$ cat config.mk
export PLATFORM = sky130hd
export DESIGN_NAME = alu_sched
export DESIGN_NICKNAME = d
export VERILOG_FILES = /design/src/rtl/alu_sched.sv
export SDC_FILE = /design/constraint.sdc
export NUM_CORES = 1
export LEC_CHECK = 0
export CORE_ASPECT_RATIO = 1.5
export CORE_MARGIN = 3
export CORE_UTILIZATION = 25
export CTS_BUF_LIST = sky130_fd_sc_hd__clkbuf_4 sky130_fd_sc_hd__clkbuf_8 sky130_fd_sc_hd__clkbuf_16
export DETAILED_ROUTE_END_ITERATION = 8
export DONT_BUFFER_PORTS = 1
export GPL_ROUTABILITY_DRIVEN = 0
export PLACE_DENSITY_LB_ADDON = 0.12
export SLEW_MARGIN = 5
export SYNTH_ARGS = -nofsm -noshare
export SYNTH_HDL_FRONTEND = slang
export SYNTH_SLANG_ARGS = --single-unit
$ cat constraint.sdc
create_clock -name clk -period 1.98 [get_ports clk]
set_clock_uncertainty 0.1 [all_clocks]
set_input_delay 0.099 -clock clk [delete_from_list [all_inputs] [get_ports clk]]
set_output_delay 0.099 -clock clk [all_outputs]
set_load 0.03 [all_outputs]
$ cat src/rtl/alu_sched.sv
// Round-robin sequencer sharing one combinational ALU between two requesters.
// Define ALU_SCHED_MULTISHIFT_EN for iterative multi-bit shifts; otherwise shifts move one bit.
module alu_sched #(
  parameter int NBIT = 16,
  parameter int SHW  = 4
) (
  input  logic            clk,
  input  logic            rst_n,
  input  logic            req0_valid,
  output logic            req0_ready,
  input  logic [2:0]      req0_sel,
  input  logic [NBIT-1:0] req0_a,
  input  logic [NBIT-1:0] req0_b,
  input  logic [SHW-1:0]  req0_shamt,
  input  logic            req1_valid,
  output logic            req1_ready,
  input  logic [2:0]      req1_sel,
  input  logic [NBIT-1:0] req1_a,
  input  logic [NBIT-1:0] req1_b,
  input  logic [SHW-1:0]  req1_shamt,
  output logic            res_valid,
  input  logic            res_ready,
  output logic            res_id,
  output logic [NBIT-1:0] res_data,
  output logic [NBIT-1:0] alu_a,
  output logic [NBIT-1:0] alu_b,
  output logic [2:0]      alu_sel,
  output logic            alu_shin,
  input  logic [NBIT-1:0] alu_out
);

  typedef enum logic [1:0] {IDLE, EXEC, RESP} state_t;

  state_t          state;
  logic            last;
  logic            id_r;
  logic [2:0]      sel_r;
  logic [NBIT-1:0] acc;
  logic [NBIT-1:0] b_r;
  logic [NBIT-1:0] data_r;
  logic            win;
  logic            accept;
  logic            is_shift;

  // Winner is the requester not granted last when both are valid.
  always_comb begin
    win = 1'b0;
    if (req0_valid && req1_valid)
      win = ~last;
    else if (req1_valid)
      win = 1'b1;
  end

  assign accept     = rst_n && (state == IDLE) && (req0_valid || req1_valid);
  assign req0_ready = accept && !win;
  assign req1_ready = accept && win;
  assign is_shift   = (sel_r[2:1] == 2'b11);

  assign alu_a     = acc;
  assign alu_b     = b_r;
  assign alu_sel   = sel_r;
  assign res_valid = (state == RESP);
  assign res_id    = id_r;
  assign res_data  = data_r;

`ifdef ALU_SCHED_MULTISHIFT_EN
  logic [SHW-1:0] cnt;

  assign alu_shin = (state == EXEC) && is_shift && (cnt != '0);

  always_ff @(posedge clk) begin
    if (!rst_n) begin
      state  <= IDLE;
      last   <= 1'b1;
      id_r   <= 1'b0;
      sel_r  <= '0;
      acc    <= '0;
      b_r    <= '0;
      data_r <= '0;
      cnt    <= '0;
    end else begin
      case (state)
        IDLE: begin
          if (accept) begin
            sel_r <= win ? req1_sel   : req0_sel;
            acc   <= win ? req1_a     : req0_a;
            b_r   <= win ? req1_b     : req0_b;
            cnt   <= win ? req1_shamt : req0_shamt;
            id_r  <= win;
            last  <= win;
            state <= EXEC;
          end
        end
        EXEC: begin
          // Each shift pass feeds the ALU result back as the next A operand.
          if (is_shift && (cnt != '0)) begin
            acc <= alu_out;
            cnt <= cnt - 1'b1;
            if (cnt == SHW'(1)) begin
              data_r <= alu_out;
              state  <= RESP;
            end
          end else begin
            data_r <= alu_out;
            state  <= RESP;
          end
        end
        RESP: begin
          if (res_ready)
            state <= IDLE;
        end
        default: state <= IDLE;
      endcase
    end
  end
`else
  logic unused_shamt;

  assign unused_shamt = ^{req0_shamt, req1_shamt};
  assign alu_shin     = (state == EXEC) && is_shift;

  always_ff @(posedge clk) begin
    if (!rst_n) begin
      state  <= IDLE;
      last   <= 1'b1;
      id_r   <= 1'b0;
      sel_r  <= '0;
      acc    <= '0;
      b_r    <= '0;
      data_r <= '0;
    end else begin
      case (state)
        IDLE: begin
          if (accept) begin
            sel_r <= win ? req1_sel : req0_sel;
            acc   <= win ? req1_a   : req0_a;
            b_r   <= win ? req1_b   : req0_b;
            id_r  <= win;
            last  <= win;
            state <= EXEC;
          end
        end
        EXEC: begin
          data_r <= alu_out;
          state  <= RESP;
        end
        RESP: begin
          if (res_ready)
            state <= IDLE;
        end
        default: state <= IDLE;
      endcase
    end
  end
`endif

endmodule

==> results of run 1 <==
-- per-stage QoR --
stage,instance area [sq um],instances,power (mW),util
6_report,3214,420,3.053,0.3641
5_1_grt,3214,420,3.189,0.3641
4_1_cts,3206,420,3.112,0.3631
3_5_place_dp,2419,353,1.834,0.2740
3_3_place_gp,2419,353,1.834,0.2740
2_1_floorplan,2276,254,1.746,-
-- cell type report --
class	count	area (sq um)
well taps	110	137.6
repair buffers	73	720.7
flip-flops and latches	55	1101
multi-input cells	173	1059
fillers	937	5614
inverters	1	3.754
clock buffers	6	132.6
clock inverters	2	60.06
-- critical path, delay by kind of cell, from the launching register on --
family	cells	cell delay, ns
buffers and inverters	2	0.40
flip-flops	1	0.36
AND/OR/NAND/NOR	2	0.61
-- report_power, final --
group          leakage, nW  switching (mW)  internal [mW]
sequential           0.452           0.279           1.21
clock               0.0945           0.407          0.740
combinational        0.689           0.191          0.223
total                 1.24           0.877           2.18
-- path summary, 6_finish.rpt --
path / cells after the start / to
worst max-delay path: 4 / req0_ready
worst min-delay path: 3 / alu_a[3]$_SDFFE_PN0P_
worst max register to register: 4 / alu_a[15]$_SDFFE_PN0P_
worst min register to register: 2 / last$_SDFFE_PN1P_
-- placed cells by master, fill, tap and decap left out, drive strengths merged, types with 3 or more instances in the layout --
cell type / n
nor2: 3
a221o: 35
nand2: 69
dlygate4sd3: 59
buf: 14
dfxtp: 55
a21boi: 16
nor2b: 4
nor3: 35
clkbuf: 6
-- what timing repair did --
item	4_1_cts	5_1_grt
pin swaps	0	1
resized for setup	1	2
setup endpoints to repair	1	1
hold buffers	59	0
endpoints found under the hold margin	55	0
-- logic make-up after synthesis --
logic type	after synthesis	share of synthesized area
AND/OR/NAND/NOR	118	0.2298
flip-flops	55	0.4849
AO/OA/AOI/OAI	55	0.2309
buffers and inverters	26	0.05454
-- flip-flops by register name (all words and copies together) (netlist names) --
signal,flops
state,2
last,1
res_data,16
alu_b,16
res_id,1
alu_sel,3
alu_a,16
-- routing by layer --
| metal | global-route usage | up-vias | wire (um) |
|---|---|---|---|
| met1 | 0.1651 | 971 | 2887 |
| met2 | 0.2341 | 89 | 3824 |
| met3 | 0.03089 | 6 | 467 |
| met5 | 0 | - | 0 |
| met4 | 0.04527 | 0 | 76 |
| li1 | - | 1019 | - |
==> out/qor.yml, run 1 <==
status: "finished clean"
dp_hpwl_mm: 4.771
crit_fanout: 18
worst_ep_arrival_time_ns: 1.67
overflow: 0
path_clk_slew_ns: 0.07
drc: 0
synthCells: 254
clk_root_buffer_cell: "clkbuf_16"
grt_max_degree: 39
synth-seq-cells: 55
ant_nets: 0
r2r_start: "state[1]$_SDFFE_PN0P_"
synth_ff_type: "dfxtp_1"
start_kind: "register"
dp_slack_ns: 0.2839
ir_drop_v: 0.0005360
syn_nets: 353
rsz0062_at_grt: "no"
async_reset_ff_frac: 0
fp.dieW_um: 83.82
crit_top_cell: "buf_4"
drive_gt1_frac: 0.1129
path_cells: "or3b_4, buf_4, nor3b_2, buf_4"
cts-buffers-inserted: 5
min_period_ns: 1.865
drt_wl_total_mm: 7.256
start_util: 0.2572
io_pins: 155
synth_top_cell_by_area: "dfxtp_1"
netlist.area_leader.share: 0.4848
worst_pin_slew_ns: 0.6187
antenna_found_initial: 0
synth_most_common_cell: "nand2_1"
portBuffers: 0
yosysWarnings: 0
design.core.area_sq_um: 8828
wl_per_cell_um: 17.28
path_class: "register to output port"
die_height_um: 122.7
leakage_nw: 1.235
clk_latency_ns: 0.29
die-area_sq_um: 10290
relSlewSlack: 0.5862
period_share: 0.9419
syn_area_sq_um: 2271
min_path_type: "input port to register"
p_per_area_nw_per_um2: 949.8
final_max_slew_viol_count: 0
finalSetupTns_ns: 0
area_growth_pct: 41.54
synth-seq-area-share: 0.4848
critPathSlowestCell: "or3b_4"
diodes: 0
cpPeakStageDelay_ns: 0.44
reg2reg_setup_slack_ns: 0.31
cts_setup_buffers: 0
viasPerCell: 4.964
critPathCaptureType: "output port"
final_nets: 408
drtIter0Drc: 112
num_rows: 42
cts_tree: "built"
grt_pass1_vias: 2094
startpoint: "state[1]$_SDFFE_PN0P_"
worstHoldStart: "req0_a[3]"
grt_use_total: 0.1351
final_hold_viol_count: 0
vias: 2085
cap_viol_max_count: 0
cts_sinks: 55
synthTopCellsByCount: "nand2_1 (69), dfxtp_1 (55), nor3_1 (35)"
avgSynthCellArea_sq_um: 8.941
clock.fmax_ghz: 0.5362
grt_pass1_wl_mm: 11.12
holdWs_ns: 0.009502
required_ns: 1.78
ys_types: 24
clk_path_buf_depth: 2
htree_levels: 2
fin_ws_ns: 0.1151
finalSetupViolations: 0
dr.pass1.iters: 4
synth-edff-count: 0
synthTopCellsByArea: "dfxtp_1 (48%), a221o_1 (12%), nand2_1 (11%)"
Note: power is estimated with default switching activity, not from simulation.
==> run 2: changes to the inputs <==
- PLACE_DENSITY: default -> 0.42
- PLACE_DENSITY_LB_ADDON: 0.12 -> default
==> run 2 against run 1 <==
- register-to-register slack worse by 0.02 ns
- via count grew 1.4%
- largest power group unchanged
- combinational power decreased by 1%
- clock power shrank 19%
- sequential share of layout area is 0.93 points higher
- sequential power about the same
- global-route usage decreased by 0.63 points
- cell count shrank 2.1%
- power down 7.3%
- fmax is 1.6% higher
- design area decreased by 2.6%
==> out/qor.yml, run 2 (same netlist as run 1, synthesis figures left out) <==
status: "finished clean"
clk_root_buffer_cell: "clkbuf_16"
design.core.area_sq_um: 8828  # unchanged
grt_pass1_wl_mm: 10.61  # -4.6%
grt_most_used_layer: "met2"
area_growth_pct: 37.80
rsz0062_at_grt: "no"
grt_use_total: 0.1288  # -0.006277
startpoint: "state[1]$_SDFFE_PN0P_"
dpl-instance-area_sq_um: 2419  # unchanged
start_util: 0.2572  # unchanged
final_cell_mix: "nand2_1 (69), dfxtp_1 (55), dlygate4sd3_1 (55), nor3_1 (35), a221o_1 (27)"
cts_sinks: 55  # unchanged
finalSetupTns_ns: 0  # unchanged
final_nets: 399  # -2.2%
wl_per_cell_um: 16.84  # -2.5%
grt_use_met2: 0.2301  # -0.003984
worst_ep_arrival_time_ns: 1.64  # -0.03 ns
ant_nets: 0  # unchanged
clk_latency_ns: 0.28  # about the same
crit_family: "simple AND/OR/NAND/NOR gates"
clk_path_buf_depth: 2  # unchanged
die-area_sq_um: 10290  # unchanged
cap_viol_max_count: 0  # unchanged
dr.pass1.iters: 4  # unchanged
dp_hpwl_mm: 4.671  # -2.1%
die_height_um: 122.7  # unchanged
final_common_cell: "nand2_1"
path_clk_slew_ns: 0.07  # about the same
viasPerCell: 5.146  # +3.7%
worstHoldStart: "req0_b[3]"
cts-buffers-inserted: 5  # unchanged
grt_max_degree: 40  # +2.6%
vias: 2115  # +1.4%
portBuffers: 0  # unchanged
finalSetupViolations: 0  # unchanged
final_hold_viol_count: 0  # unchanged
required_ns: 1.78  # about the same
reg2reg_setup_slack_ns: 0.29  # -0.02 ns
final_max_slew_viol_count: 0  # unchanged
critPathCaptureType: "output port"
io_pins: 155  # unchanged
drc: 0  # unchanged
min_path_type: "input port to register"
design_area_sq_um: 3129  # -2.6%
relSlewSlack: 0.5797  # -0.006416
drtIter0Drc: 65  # -42%
ir_drop_v: 0.0003953  # -26%
cts_tree: "built"
diodes: 0  # unchanged
r2r_start: "state[1]$_SDFFE_PN0P_"
worst_pin_slew_ns: 0.6304  # +0.01167 ns
cpPeakStageDelay_ns: 0.45  # about the same
gr-usage-met3: 0.04097  # +0.01007
num_rows: 42  # unchanged
fp.dieW_um: 83.82  # unchanged
crit_fanout: 37  # +19
antenna_found_initial: 0  # unchanged
path_cells: "or3b_4, buf_12, nor3b_2, buf_4"
leakage_nw: 1.189  # -3.8%
period_share: 0.9273  # -0.01456
clock.fmax_ghz: 0.5446  # +1.6%
htree_levels: 2  # unchanged
path_class: "register to output port"
grt_pass1_vias: 2057  # -1.8%
drive_gt1_frac: 0.09967  # -0.01324
cp.buffers_inverters: 2  # unchanged
start_kind: "register"
met1_usage: 0.1446  # -0.02052
critPathSlowestCell: "or3b_4"
overflow: 0  # unchanged
ctsResizeCount: 0  # -1
drt_wl_total_mm: 6.922  # -4.6%
p_per_area_nw_per_um2: 903.9  # -4.8%
min_period_ns: 1.836  # -0.02883 ns
-- run 2: cell count changes in the layout (fill, tap and decap cells not counted) --
cell / before / now
buf_12: 2 / 4
clkbuf_8: 0 / 2
dlygate4sd3_1: 59 / 55
buf_4: 12 / 5
bufinv_16: 2 / 0
-- run 2: per-stage QoR --
step / power, mW / utilization / hold slack, ns / setup slack (ns) / instances
floorplan: 1.746 / - / 0.1243 / 0.2027 / 254
CTS: 2.885 / 0.3545 / 0.003510 / 0.1175 / 411
global route: 2.960 / 0.3545 / 0.02052 / 0.07766 / 411
global placement: 1.832 / 0.2740 / 0.07667 / 0.3068 / 348
detailed placement: 1.837 / 0.2740 / 0.08046 / 0.3009 / 348
finish: 2.829 / 0.3545 / 0.01597 / 0.1439 / 411
-- run 2: area by class of cell --
class	instances	area (sq um)
Clock buffer	8	160.2
Fill cell	918	5699
Inverter	1	3.754
Multi-Input combinational cell	173	1059
Sequential cell	55	1101
Tap cell	110	137.6
Timing Repair Buffer	64	668.1
-- run 2: repair_timing --
item | CTS | global route
endpoints found under the hold margin | 55 | 0
hold buffers | 55 | 0
buffers inserted | 0 | 0
-- run 2: power by group --
| part | internal [mW] | total, mW | switching [mW] |
|---|---|---|---|
| logic | 0.219 | 0.408 | 0.190 |
| clock network | 0.553 | 0.929 | 0.376 |
| registers | 1.21 | 1.49 | 0.278 |
| total | 1.98 | 2.83 | 0.844 |
-- run 2: worst reg2reg max path, stage by stage (launching register included) --
cell and delay (ns):
dfxtp_1 0.36, or3b_4 0.45, a211oi_4 0.28, buf_12 0.25, a221o_1 0.20
-- run 2: metal layers --
layer,share of wire,up-vias
met4,0.012,0
li1,-,1002
met3,0.074,6
met1,0.38,1008
met2,0.53,99
met5,0,-
-- run 2: worst paths after layout --
kind                       endpoint  cells after the start
max                      req0_ready                      4
min           alu_b[3]$_SDFFE_PN0P_                      3
max reg2reg  alu_b[13]$_SDFFE_PN0P_                      4
min reg2reg       last$_SDFFE_PN1P_                      2
